--- config.mk ---
export PLATFORM = sky130hd
export DESIGN_NAME = hazard_unit
export DESIGN_NICKNAME = d
export VERILOG_FILES = /design/src/rtl/hazard_unit_pkg.sv /design/src/rtl/md_timer.sv /design/src/rtl/hazard_unit.sv
export SDC_FILE = /design/constraint.sdc
export NUM_CORES = 1
export LEC_CHECK = 0
export CAP_MARGIN = 0
export CORE_UTILIZATION = 46
export DETAILED_ROUTE_END_ITERATION = 7
export GPL_TIMING_DRIVEN = 0
export PLACE_DENSITY = 0.74
export SYNTH_ARGS = -nofsm -noshare
export SYNTH_HDL_FRONTEND = slang
export SYNTH_SLANG_ARGS = --single-unit
--- constraint.sdc ---
create_clock -name clk -period 2.8 [get_ports clk]
set_input_delay 0.56 -clock clk [delete_from_list [all_inputs] [get_ports clk]]
set_output_delay 0.56 -clock clk [all_outputs]
set_load 0.01 [all_outputs]
--- src/rtl/hazard_unit_pkg.sv ---
// Shared CPU pipeline constants: register/counter widths, multiply/divide timer
// state encoding and the register-match rule used by hazard decode.
package hazard_unit_pkg;

   localparam int REG_W          = 5;
   localparam int CNT_W          = 16;
   localparam int MD_LAT_DEFAULT = 32;
   localparam int MD_CNT_W       = 6;

   typedef enum logic [1:0] {
      MD_IDLE = 2'd0,
      MD_BUSY = 2'd1,
      MD_DONE = 2'd2
   } md_state_t;

   // Register 0 is hardwired to zero, so it never creates a dependency.
   function automatic logic reg_match(input logic [REG_W-1:0] a,
                                      input logic [REG_W-1:0] b);
      return (a == b) && (a != '0);
   endfunction

endpackage

--- src/rtl/md_timer.sv ---
// Multiply/divide occupancy timer: IDLE -> BUSY for MD_LAT cycles -> DONE,
// with a sticky error flag for a start issued while the unit is busy.
module md_timer
   import hazard_unit_pkg::*;
#(
   parameter int MD_LAT = MD_LAT_DEFAULT
) (
   input  logic       clk,
   input  logic       rst,
   input  logic       MD_Start,
   output logic       MD_Busy,
   output logic       MD_Err,
   output logic [1:0] state
);

   localparam logic [MD_CNT_W-1:0] CNT_LOAD = MD_CNT_W'(MD_LAT - 1);

   md_state_t           state_q, state_d;
   logic [MD_CNT_W-1:0] cnt_q, cnt_d;
   logic                err_q, err_d;

   // NOTE: reset is synchronous, so it lives inside the clocked block and is only seen at an edge.
   always_ff @(posedge clk) begin
      if (rst) begin
         state_q <= MD_IDLE;
         cnt_q   <= '0;
         err_q   <= 1'b0;
      end else begin
         state_q <= state_d;
         cnt_q   <= cnt_d;
         err_q   <= err_d;
      end
   end

   // NOTE: every always_comb target gets a default first so no latch is inferred.
   always_comb begin
      state_d = state_q;
      cnt_d   = cnt_q;
      err_d   = err_q;
      case (state_q)
         MD_IDLE: begin
            if (MD_Start) begin
               state_d = MD_BUSY;
               cnt_d   = CNT_LOAD;
            end
         end
         MD_BUSY: begin
            if (MD_Start) err_d = 1'b1;
            if (cnt_q == '0) state_d = MD_DONE;
            else             cnt_d   = cnt_q - MD_CNT_W'(1);
         end
         MD_DONE: begin
            if (MD_Start) begin
               state_d = MD_BUSY;
               cnt_d   = CNT_LOAD;
            end else begin
               state_d = MD_IDLE;
            end
         end
         default: state_d = MD_IDLE;
      endcase
   end

   // Busy is masked during the reset cycle so an aborted operation drops at once.
   always_comb begin
      MD_Busy = (state_q == MD_BUSY) && !rst;
      MD_Err  = err_q;
      state   = state_q;
   end

endmodule

--- src/rtl/hazard_unit.sv ---
// Pipeline hazard unit: combinational load-use / branch / HI-LO stall decode,
// taken-branch flush, multiply/divide timer and saturating event counters.
module hazard_unit
   import hazard_unit_pkg::*;
#(
   parameter int MD_LAT = MD_LAT_DEFAULT
) (
   input  logic              clk,
   input  logic              rst,
   input  logic [REG_W-1:0]  IFID_RegRs,
   input  logic [REG_W-1:0]  IFID_RegRt,
   input  logic              IFID_UsesRt,
   input  logic              IFID_Branch,
   input  logic              IFID_UsesHiLo,
   input  logic              IDEX_MemRead,
   input  logic              IDEX_RegWrite,
   input  logic [REG_W-1:0]  IDEX_RegRd,
   input  logic              EXMEM_MemRead,
   input  logic [REG_W-1:0]  EXMEM_RegRd,
   input  logic              Branch_Taken,
   input  logic              MD_Start,
   output logic              PC_Write,
   output logic              IFID_Write,
   output logic              IFID_Flush,
   output logic              IDEX_Flush,
   output logic              MD_Busy,
   output logic              MD_Err,
   output logic [CNT_W-1:0]  Stall_Cnt,
   output logic [CNT_W-1:0]  Flush_Cnt
);

   logic [1:0]       md_state;
   logic             ex_src_match, mem_src_match;
   logic             load_use, branch_alu, branch_load, hilo;
   logic             stall, flush;
   logic [CNT_W-1:0] stall_cnt_q, stall_cnt_d;
   logic [CNT_W-1:0] flush_cnt_q, flush_cnt_d;

   md_timer #(.MD_LAT(MD_LAT)) u_md_timer (
      .clk      (clk),
      .rst      (rst),
      .MD_Start (MD_Start),
      .MD_Busy  (MD_Busy),
      .MD_Err   (MD_Err),
      .state    (md_state)
   );

   always_comb begin
      ex_src_match  = reg_match(IDEX_RegRd, IFID_RegRs) ||
                      (IFID_UsesRt && reg_match(IDEX_RegRd, IFID_RegRt));
      mem_src_match = reg_match(EXMEM_RegRd, IFID_RegRs) ||
                      (IFID_UsesRt && reg_match(EXMEM_RegRd, IFID_RegRt));
      load_use      = IDEX_MemRead && ex_src_match;
      branch_alu    = IFID_Branch && IDEX_RegWrite && !IDEX_MemRead && ex_src_match;
      branch_load   = IFID_Branch && ((EXMEM_MemRead && mem_src_match) || load_use);
      hilo          = IFID_UsesHiLo && ((md_state == MD_BUSY) || MD_Start);
      // The reset cycle always presents idle pipeline controls.
      stall         = (load_use || branch_alu || branch_load || hilo) && !rst;
      flush         = Branch_Taken && !stall && !rst;
   end

   always_comb begin
      PC_Write   = !stall;
      IFID_Write = !stall;
      IDEX_Flush = stall;
      IFID_Flush = flush;
      Stall_Cnt  = stall_cnt_q;
      Flush_Cnt  = flush_cnt_q;
   end

   always_comb begin
      stall_cnt_d = stall_cnt_q;
      flush_cnt_d = flush_cnt_q;
      if (stall && (stall_cnt_q != '1)) stall_cnt_d = stall_cnt_q + CNT_W'(1);
      if (flush && (flush_cnt_q != '1)) flush_cnt_d = flush_cnt_q + CNT_W'(1);
   end

   always_ff @(posedge clk) begin
      if (rst) begin
         stall_cnt_q <= '0;
         flush_cnt_q <= '0;
      end else begin
         stall_cnt_q <= stall_cnt_d;
         flush_cnt_q <= flush_cnt_d;
      end
   end

endmodule

==> results of run 1 <==
## routing by layer
| metal | wire length (µm) | track usage | vias up |
|---|---|---|---|
| met5 | 0 | 0 | - |
| met4 | 116 | 0.0839 | 0 |
| met3 | 421 | 0.0442 | 15 |
| met2 | 3550 | 0.444 | 80 |
| met1 | 3100 | 0.332 | 1248 |
| li1 | - | - | 1282 |
## power breakdown
group	leakage (nW)	switching [mW]	internal, mW	total (mW)
sequential	0.333	0.0194	0.602	0.621
combinational	0.879	0.147	0.119	0.265
clock	0.0585	0.212	0.291	0.503
total	1.27	0.378	1.01	1.39
## stage by stage
stage | instance area, µm² | TNS, ns
2_1_floorplan | 2440 | 0
3_3_place_gp | 3200 | -7.77
3_5_place_dp | 3200 | -9.03
4_1_cts | 3400 | 0
5_1_grt | 3420 | -0.311
6_report | 3420 | -0.0283
## worst max-delay path, stage by stage
cell	delay, ns
clkdlybuf4s15_1	0.23
or4_1	0.55
o211ai_2	0.20
buf_4	0.15
o221a_4	0.22
nor2_4	0.04
dlygate4sd2_1	0.29
## Yosys cell counts (5+ instances only)
cell	instances
inv_1	12
xor2_1	20
nand4_1	8
or4_1	15
a21oi_1	27
nor2_1	18
nor4_1	6
and3_1	14
or3_1	5
o2111ai_1	5
clkbuf_1	10
nor2b_1	7
o311ai_0	5
a41o_1	5
nand3_1	12
nor3_1	10
o31ai_1	12
and2_1	6
o21ai_0	5
nand2_1	17
dfxtp_1	41
## logic make-up after synthesis
group,synth area share
muxes,0.0267
and+or+nand+nor,0.275
xor gates and xnor gates,0.0862
DFF,0.337
AOI/OAI and AO/OA,0.205
buffers and inverters,0.0498
adders and majority gates,0.0205
## registers in the layout (all words and copies together), names as in the netlist
name	cells
Flush_Cnt	16
Stall_Cnt	16
u_md_timer.MD_Err	1
u_md_timer.cnt_q	6
u_md_timer.state	2
## timing repair
item / in CTS / in global routing
setup endpoints to repair: 6 / 5
resized for setup: 43 / 10
setup buffers: 10 / 2
pin swaps: 12 / 8
## final cells by class
type                            instances  share of cell area
Clock buffer                            7              0.0252
Clock inverter                          1             0.00878
Sequential cell                        41               0.240
Buffer                                 12              0.0150
Timing Repair Buffer                   79               0.213
Tap cell                               70              0.0256
Inverter                               13              0.0143
Multi-Input combinational cell        227               0.458
## path summary, 6_finish.rpt
path,endpoint,cells after the start,start
worst min register to register,u_md_timer.MD_Err,2,u_md_timer.MD_Err
worst min-delay path,u_md_timer.MD_Err,2,u_md_timer.MD_Err
worst max-delay path,IDEX_Flush,7,EXMEM_RegRd[2]
worst max register to register,Stall_Cnt[14],8,Stall_Cnt[0]
==> results.sh, run 1 <==
export IMPL_dpl_hpwl_mm=5.02
export IMPL_portBuffers=67
export IMPL_wire_per_inst_um=16.0
export IMPL_min_path_type="flip-flop to flip-flop"
export IMPL_pre_cts_ws_ns=-0.976
export IMPL_dieArea_mm2=0.00559
export IMPL_violations="setup timing"
export IMPL_layout_commonest_cell="clkdlybuf4s50_1"
export IMPL_worstMarginPinSlew_ns=0.674
export IMPL_yosys_top_cells_area="dfxtp_1, xor2_1, a21oi_1"
export IMPL_clockBufferDepth=2
export IMPL_wirelength_mm=7.19
export IMPL_cp_required_ns=2.24
export IMPL_grt_max_degree=18
export IMPL_cts_tree="yes"
export IMPL_layout_common_cells="clkdlybuf4s50_1, dfxtp_1, a21oi_1"
export IMPL_drc=0
export IMPL_overflow=0
export IMPL_critPathKind="input port to primary output"
export IMPL_num_nets_final=413
export IMPL_synth_top_cell_area_share=0.337
export IMPL_fp_dieH_um=74.8
export IMPL_critPathMaxFanout=3
export IMPL_core_area_mm2=0.00511
export IMPL_ys_seq_area_frac=0.337
export IMPL_endpoint_kind="primary output"
export IMPL_io_pins=68
export IMPL_grt_pass1_wl_mm=11.0
export IMPL_power_density_mw_per_mm2=406
export IMPL_cts_root_buffer="clkbuf_8"
export IMPL_post_route_util=0.670
export IMPL_clkLatencyLatePin_ns=0.29
export IMPL_clk_pin_slew_ns=0.08
export IMPL_htree_levels=2
export IMPL_cp_start_kind="input port"
export IMPL_finalPower_mw=1.39
export IMPL_skew_ns=0.00214
export IMPL_synth_top_area_cell="dfxtp_1"
export IMPL_rsz0062_at_grt="true"
export IMPL_ys_flop_type="dfxtp_1"
export IMPL_n_fill_cell=434
export IMPL_clock_sinks=41
export IMPL_netlist_instances=296
export IMPL_placedCellCount=433
export IMPL_gp_congestion=0.910
export IMPL_arrival_ns=2.26
export IMPL_postSynthAreaPerCell_um2=8.23
export IMPL_timing_final_crit_period_ns=2.82
export IMPL_postLayoutSetupSlackWorst_ns=-0.0166
export IMPL_ys_ff_latch=41
export IMPL_grt_pass1_vias=2365
export IMPL_status="finished, violations left"
export IMPL_yosys_warnings=0
export IMPL_cts_hold_buffers=0
export IMPL_avgViaCountPerCell=5.83
export IMPL_final_cells=450
export IMPL_finalSetupViolCount=2
export IMPL_leakagePower_nw=1.27
export IMPL_synth_edf_count=0
export IMPL_row_count=26
export IMPL_vdd_drop_max_mv=0.354
export IMPL_whs_ns=0.474
export IMPL_regArea_um2=821
export IMPL_drive_above_1_share=0.113
export IMPL_synth_fp_nets=330
export IMPL_grt_use_total=0.259
export IMPL_area_delta_synth_final_pct=40.4
export IMPL_synth_cell_types=42
export IMPL_synthArstFlopShare=0
export IMPL_start_util=0.477
export IMPL_hold_viol=0
export IMPL_fmax_ghz=0.355
export IMPL_cap_violations=0
export IMPL_multiInputGateArea_mm2=0.00157
export IMPL_slew_viol_final=0
export IMPL_num_vias=2625
export IMPL_diodes=0
export IMPL_drtIter0Drc=149
export IMPL_period_share=1.01
export IMPL_reg2reg_slack_ns=0.37
export IMPL_die_x_um=74.8
export IMPL_syn_area_mm2=0.00244
export IMPL_first_pass_iters=4
export IMPL_slew_headroom=0.547
export IMPL_cts_buffers=5
export IMPL_antenna_found_initial=0
export IMPL_antenna_left=0
Note: power is estimated with default switching activity, not from simulation.
==> run 2: changes to the inputs <==
- ABC_CLOCK_PERIOD_IN_PS: not set -> 2800
==> results of run 2 <==
The final DEF is identical to that of run 1; final timing and power are the same.
